--- src/rtl/alu_result_stage.sv ---
// Purpose : registered result stage behind the 8-bit AU/LU; stores result + Z/N/C/V, counts signed overflows.
// Latency : an entry pushed at edge N is visible at the output after edge N; no input-to-output bypass.
// Backpres: in_ready = !full (state only, no path from out_ready); head holds while out_ready=0.
//
// Ports:
//   clk, reset                     single clock, asynchronous active-high reset
//   in_valid/in_ready              producer handshake; in_unit/in_ctrl/in_a/in_b/in_result/in_carry payload
//   out_valid/out_ready            consumer handshake; out_result/out_flags {Z,N,C,V} of head entry
//   ovf_count/ovf_clear            saturating count of accepted V=1 entries, synchronous clear

// Generic circular FIFO with wrap-bit pointers.
// Latency: head_data reflects a push into an empty FIFO after the write edge.
// Backpressure: push ignored when full, pop ignored when empty.
module alu_result_fifo #(
  parameter int W     = 12,
  parameter int DEPTH = 2
) (
  input  logic         clk,
  input  logic         reset,
  input  logic         push,
  input  logic [W-1:0] push_data,
  input  logic         pop,
  output logic         full,
  output logic         empty,
  output logic [W-1:0] head_data
);

  localparam int AW = $clog2(DEPTH);

  logic [W-1:0] mem [DEPTH];
  logic [AW:0]  wptr;
  logic [AW:0]  rptr;
  logic         do_push;
  logic         do_pop;

  // Same index with differing wrap bits means the writer is a full lap ahead.
  assign full  = (wptr[AW] != rptr[AW]) && (wptr[AW-1:0] == rptr[AW-1:0]);
  assign empty = (wptr == rptr);

  assign do_push = push && !full;
  assign do_pop  = pop && !empty;

  always_ff @(posedge clk or posedge reset) begin
    if (reset) begin
      wptr <= '0;
      rptr <= '0;
    end else begin
      if (do_push) wptr <= wptr + (AW+1)'(1);
      if (do_pop)  rptr <= rptr + (AW+1)'(1);
    end
  end

  // Storage needs no reset: it is only observed through the pointers.
  always_ff @(posedge clk) begin
    if (do_push) mem[wptr[AW-1:0]] <= push_data;
  end

  assign head_data = mem[rptr[AW-1:0]];

endmodule

module alu_result_stage #(
  parameter int DEPTH = 2,
  parameter int CNT_W = 8
) (
  input  logic             clk,
  input  logic             reset,
  input  logic             in_valid,
  output logic             in_ready,
  input  logic             in_unit,
  input  logic [1:0]       in_ctrl,
  input  logic [7:0]       in_a,
  input  logic [7:0]       in_b,
  input  logic [7:0]       in_result,
  input  logic             in_carry,
  output logic             out_valid,
  input  logic             out_ready,
  output logic [7:0]       out_result,
  output logic [3:0]       out_flags,
  output logic [CNT_W-1:0] ovf_count,
  input  logic             ovf_clear
);

  typedef struct packed {
    logic [7:0] result;
    logic       z;
    logic       n;
    logic       c;
    logic       v;
  } entry_t;

  localparam logic [CNT_W-1:0] CNT_MAX = '1;

  entry_t in_entry;
  entry_t head;
  entry_t last_q;
  entry_t shown;
  logic   full;
  logic   empty;
  logic   push;
  logic   pop;
  logic   ovf;
  logic   a7;
  logic   b7;
  logic   r7;

  // Only the sign bits of the operands matter for overflow detection.
  logic   unused_bits;
  assign unused_bits = ^{in_a[6:0], in_b[6:0]};

  assign a7 = in_a[7];
  assign b7 = in_b[7];
  assign r7 = in_result[7];

  // Signed overflow: AU ctrl 00 add, 01 inc, 10 sub, 11 dec; never for LU.
  always_comb begin
    ovf = 1'b0;
    if (!in_unit) begin
      case (in_ctrl)
        2'b00: ovf = (a7 & b7 & ~r7) | (~a7 & ~b7 & r7);
        2'b01: ovf = ~a7 & r7;
        2'b10: ovf = (a7 & ~b7 & ~r7) | (~a7 & b7 & r7);
        2'b11: ovf = a7 & ~r7;
      endcase
    end
  end

  always_comb begin
    in_entry.result = in_result;
    in_entry.z      = (in_result == 8'h00);
    in_entry.n      = r7;
    in_entry.c      = in_unit ? 1'b0 : in_carry;
    in_entry.v      = ovf;
  end

  assign in_ready  = !full;
  assign out_valid = !empty;
  assign push      = in_valid && in_ready;
  assign pop       = out_valid && out_ready;

  alu_result_fifo #(
    .W     ($bits(entry_t)),
    .DEPTH (DEPTH)
  ) u_fifo (
    .clk       (clk),
    .reset     (reset),
    .push      (push),
    .push_data (in_entry),
    .pop       (pop),
    .full      (full),
    .empty     (empty),
    .head_data (head)
  );

  // Remembers the last popped entry so the outputs hold it while empty
  // instead of exposing whatever stale slot the read pointer lands on.
  always_ff @(posedge clk or posedge reset) begin
    if (reset) begin
      last_q <= '0;
    end else if (pop) begin
      last_q <= head;
    end
  end

  assign shown      = empty ? last_q : head;
  assign out_result = shown.result;
  assign out_flags  = {shown.z, shown.n, shown.c, shown.v};

  // Clear wins over a same-cycle increment; increment saturates.
  always_ff @(posedge clk or posedge reset) begin
    if (reset) begin
      ovf_count <= '0;
    end else if (ovf_clear) begin
      ovf_count <= '0;
    end else if (push && ovf && (ovf_count != CNT_MAX)) begin
      ovf_count <= ovf_count + CNT_W'(1);
    end
  end

endmodule

--- config.mk ---
export PLATFORM = sky130hd
export DESIGN_NAME = alu_result_stage
export DESIGN_NICKNAME = d
export VERILOG_FILES = /design/src/rtl/alu_result_stage.sv
export SDC_FILE = /design/constraint.sdc
export NUM_CORES = 1
export LEC_CHECK = 0
export CORE_UTILIZATION = 31
export DETAILED_ROUTE_END_ITERATION = 16
export PLACE_DENSITY_LB_ADDON = 0.12
export REMOVE_ABC_BUFFERS = 1
export SKIP_LAST_GASP = 1
export SYNTH_ARGS = -nofsm -noshare
export SYNTH_HDL_FRONTEND = slang
export SYNTH_SLANG_ARGS = --single-unit
--- constraint.sdc ---
create_clock -name clk -period 5.4 [get_ports clk]
set_clock_uncertainty 0.15 [all_clocks]
set_input_delay 0.54 -clock clk [delete_from_list [all_inputs] [get_ports clk]]
set_output_delay 0.54 -clock clk [all_outputs]
set_load 0.1 [all_outputs]
---- Word-level counts from Yosys, hierarchy flattened ----
Memories as Yosys holds them, arrays and structs flattened.
Cells that the tools add are included.
cells by class
  add/sub/neg operators ................... 3
  multipliers ............................. 0
  div/mod/pow operators ................... 0
  magnitude comparators ................... 0
  eq/ne operators ......................... 7
  shift operators ......................... 0
  mux-type cells .......................... 8
  bitwise logic cells ..................... 15
  reduce and logical (&&, ||, !) cells .... 12
operators with widths
  cell                 number
  $mux 8               2
  $mux 12              1
  $and 1x1->1          10
  $add 8x1->8 const B  1
  $logic_not 8->1      1
  $ne 8x8->1 const B   1
  $logic_and 1x1->1    7
  $add 2x1->2 const B  2
  $eq 2x2->1 const B   2
  $mux 1               4
  $pmux 1 s4           1
  $not 1->1            3
  $eq 2x1->1 const B   1
  $eq 2x2->1           1
  $logic_not 1->1      2
  $logic_not 2->1      1
  $or 1x1->1           2
  $reduce_bool 2->1    1
  $eq 1x1->1           1
  $ne 1x1->1           1
word-level totals
  bits in registers ....................... 24
  bits in latches ......................... 0
  bits in writable memories ............... 24
  ROM bits ................................ 0
  input bits .............................. 33
  logic and storage cells ................. 54
  memories kept ........................... 1
memory list
  name        depth  bits a word  read ports  clocked after Yosys merged registers in  write ports  RTL line  RTL
  u_fifo.mem  2      12           1           0                                        1            30        logic [W-1:0] mem [DEPTH];

---- Depth between registers and ports, before layout ----
  depth in word-level cells ............... 10
  gate-level depth with buffers ........... 8
  mapped depth without buffers ............ 5

---- By module ----
Synthesis repeated with hierarchy kept, for this count alone.
second synthesis, totals
  cell total of the unflattened synthesis .. 167
  area total of the unflattened synthesis .. 2254.7 µm²
modules (own cells, without submodules)
  module            times used  cells each  area an instance (µm²)  seq. area each (µm²)
  alu_result_stage  1           103         1137.3                  500.5
  alu_result_fifo   1           64          1117.3                  820.8

---- Least setup slack after synthesis ----
OpenSTA, ideal clock, no wires.
  path type ............................... flip-flop to output port
  from .................................... reg u_fifo.rptr[0]
  to ...................................... out out_result[7]
  data arrival time ....................... 3396 ps
  data required time ...................... 4710 ps
  path slack .............................. 1314 ps
  stages on the path, launching flop included .. 8
  path buffers ............................ 4
  cell sequence ........................... dfrtp_1 buf_4 xnor2_1 nand2b_1 buf_2 buf_2 a21oi_1 buf_4
on the way
  longest elaborated chain between the ends .. 2
ends and longest elaborated chain
  element                                            RTL line  RTL
  start, declared                                    32        logic [AW:0] rptr;
  start signal, assigned                             49        if (do_pop) rptr <= rptr + (AW+1)'(1);
  $mem_v2 2x12 / $eq 2x2->1 (equally long branches)  n/a
  $mux 12 (*)                                        165       assign shown = empty ? last_q : head;
  end, declared                                      78        output logic [7:0] out_result,
Every way passes the cells marked *; elsewhere a longest branch is shown, timed or not.

---- Worst setup path after layout ----
Same ends and word-level chain as after synthesis.

==> flow_summary.json <==
{
  "outcome": "completed",
  "clkSinkCount": 45,
  "cp_slowest_cell": "clkdlybuf4s50_1",
  "cts_tree": "done",
  "track_usage_pct": 12.19,
  "ys.flop_type": "dfrtp_1",
  "finalSetupTns_ns": 0,
  "synth-seq-cells": 45,
  "synthSimpleGateAreaFrac_pct": 15.66,
  "htreeDepth": 2,
  "syn2layout_area_growth_pct": 25.86,
  "hold_viol": 0,
  "path_delay_family": "buffers and inverters",
  "avgSynthCellArea_um2": 11.71,
  "r2r-end": "last_q[8]",
  "synth_top_area_cell": "edfxtp_1",
  "synth_top_area_share_pct": 32.43,
  "ys_async_sr_fraction_pct": 51.11,
  "drive_gt1_share_pct": 6.132,
  "rsz0062_at_grt": "false",
  "cp-end-kind": "output port",
  "muxShareOfSynthArea_pct": 7.678,
  "die_area_um2": 6899,
  "start_util_pct": 32.08,
  "drv_slew": 0,
  "synthAdderAreaFrac_pct": 0.6143,
  "fin_crit_sh_pct": 80.34,
  "crit_type": "register to output port",
  "synth_area_um2": 2037,
  "fin_crit_ns": 4.338,
  "grt_pass1_wl_um": 6534,
  "synth_area_leaders": "edfxtp_1 32%, dfrtp_1 28%, mux2i_1 5.9%, a21oi_1 3.9%, nor2_1 3.1%",
  "critPathLaunch": "u_fifo.rptr[0]",
  "cts_buffer_depth": 2,
  "nFillCells": 613,
  "critPathLaunchType": "register",
  "worstPathArrival_ns": 3.65,
  "timing.slew.headroom_pct": 31.46,
  "placeableCoreArea_um2": 6350,
  "synth.yosys.seq_area_share_pct": 60.69,
  "r2r-start": "u_fifo.rptr[0]",
  "yosys_warnings": 0,
  "root_buffer": "clkbuf_8",
  "synth_top_cells_by_count": "23 x dfrtp_1, 22 x edfxtp_1, 17 x nor2_1, 16 x a21oi_1, 13 x nand2_1",
  "gp_congestion": 0.7468,
  "viasPerCell": 4.869,
  "critical_path_buf_inv_count": 1,
  "ant_nets": 0,
  "synth-xor-area-share_pct": 3.378,
  "worst_pin_slew_ns": 1.024,
  "r2r_cells": 5,
  "grt_pass1_vias": 1383,
  "placed_area_um2": 2476,
  "drt_pass1_iterations": 4,
  "antenna_found_initial": 0,
  "nets": 245,
  "critical_path.cell_chain": "xnor2_1, nand2b_1, nor2_1, a21oi_1, clkdlybuf4s50_1",
  "fin_cells": 289,
  "dpl.hpwl_um": 2715,
  "synth_edf_count": 22,
  "die_w_um": 83.06,
  "cts.clk_slew.worst_paths_ns": 0.09,
  "cp_max_fo": 25,
  "reg2reg_setup_slack_ns": 2.26,
  "cp.depth": 5,
  "synth.most_common_cell": "dfrtp_1",
  "min_from": "u_fifo.wptr[1]",
  "fp.dieH_um": 83.06,
  "cts_resized": 0,
  "fin_area_um2": 2564,
  "finalSetupViolations": 0,
  "max_freq_ghz": 0.2305,
  "cts_buffers": 5,
  "ios": 55,
  "wirelength_um": 3953,
  "grt_max_degree": 26,
  "drt_iter0_markers": 79,
  "syn_inst": 174,
  "grt.overflow.total": 0,
  "cts_setup_buffers": 0,
  "crit_required_ns": 4.71,
  "synth_compound_area_share_pct": 8.784,
  "num_rows": 29,
  "hold_buffers": 0,
  "portBuffers": 40,
  "critical_path.max_stage_delay_ns": 1.19,
  "synth_cell_types": 33,
  "drc": 0,
  "clk_latency_ns": 0.30,
  "wl_per_cell_um": 13.68,
  "antenna_cells": 0,
  "dp_cells": 281,
  "hp-class": "register to register",
  "synth_top_family_by_area": "simple AND/OR/NAND/NOR gates",
  "max_cap_viol_count": 0,
  "vias": 1407,
  "endpoint": "out_result[7]"
}
worst register-to-register path, delay by kind of cell, from the launching register on:
kind | cells | cell delay [ns]
flops | 1 | 0.86
xor+xnor | 1 | 0.25
simple gates | 3 | 1.66
compound gates | 1 | 0.08
state kept, by name (all words and copies together), names as in the netlist:
name	flops
u_fifo.rptr	2
u_fifo.mem	22
last_q	11
u_fifo.wptr	2
ovf_count	8
routing by layer:
metal	vias up	track usage, %	part of all wire (%)
li1	693	-	-
met1	676	14.65	43
met2	29	19.60	51
met3	9	3.777	3.9
met4	0	6.426	2.3
met5	-	0	0
cell families (layout without fill, tap and decap cells):
group / count (synthesis) / after routing
buffers and inverters: 12 / 50
xor gates and xnor gates: 7 / 7
AOI/OAI and AO/OA: 33 / 33
DFF: 45 / 45
adders and majority gates: 1 / 1
muxes: 15 / 15
and+or+nand+nor: 61 / 61
layout make-up:
cell class,instances,area [um^2],area share (%)
clock buffers,6,72.57,2.831
flip-flops and latches,45,1236,48.22
repair buffers,40,400.4,15.62
multi-input cells,117,735.7,28.70
clock inverters,2,15.01,0.5857
inverters,2,7.507,0.2928
well taps,77,96.34,3.758
how the worst min path moves through the flow:
stage	slack [ns]	depth (start not counted)	end
6_report	0.35	1	u_fifo.wptr[1]
5_1_grt	0.37	1	u_fifo.wptr[1]
4_1_cts	0.35	1	u_fifo.wptr[1]
3_5_place_dp	0.33	2	last_q[10]
3_3_place_gp	0.32	2	last_q[6]
2_1_floorplan	0.31	2	last_q[0]
metrics by stage:
stage	util (%)	hold WS (ns)	setup slack, ns
after floorplan	-	0.3063	-0.3812
after global placement	39.00	0.3175	1.474
after detailed placement	39.00	0.3326	1.422
after CTS	40.37	0.3474	1.072
after global routing	40.37	0.3651	0.7897
final	40.37	0.3471	1.062
cell usage in the layout, fill, tap and decap left out, drive strengths merged:
cell / synthesis / routed
or4: 5 / 5
xor2: 3 / 3
clkinvlp: 0 / 2
nor3: 1 / 1
nor2: 17 / 17
a21boi: 1 / 1
ha: 1 / 1
nand2b: 3 / 3
and4: 2 / 2
nand4: 2 / 2
clkbuf: 2 / 6
mux2: 2 / 2
clkdlybuf4s50: 0 / 40
inv: 2 / 2
a21oi: 16 / 16
mux2i: 13 / 13
and2: 1 / 1
edfxtp: 22 / 22
and3: 1 / 1
dfrtp: 23 / 23
nor2b: 4 / 4
o31ai: 3 / 3
nor3b: 2 / 2
o21ai: 13 / 13
nand3: 6 / 6
xnor2: 4 / 4
or3: 2 / 2
nand2: 15 / 15
Power is left out: the tool's default activity adds up to more than one toggle a clock period on the data nets, which glitch-free logic cannot reach.
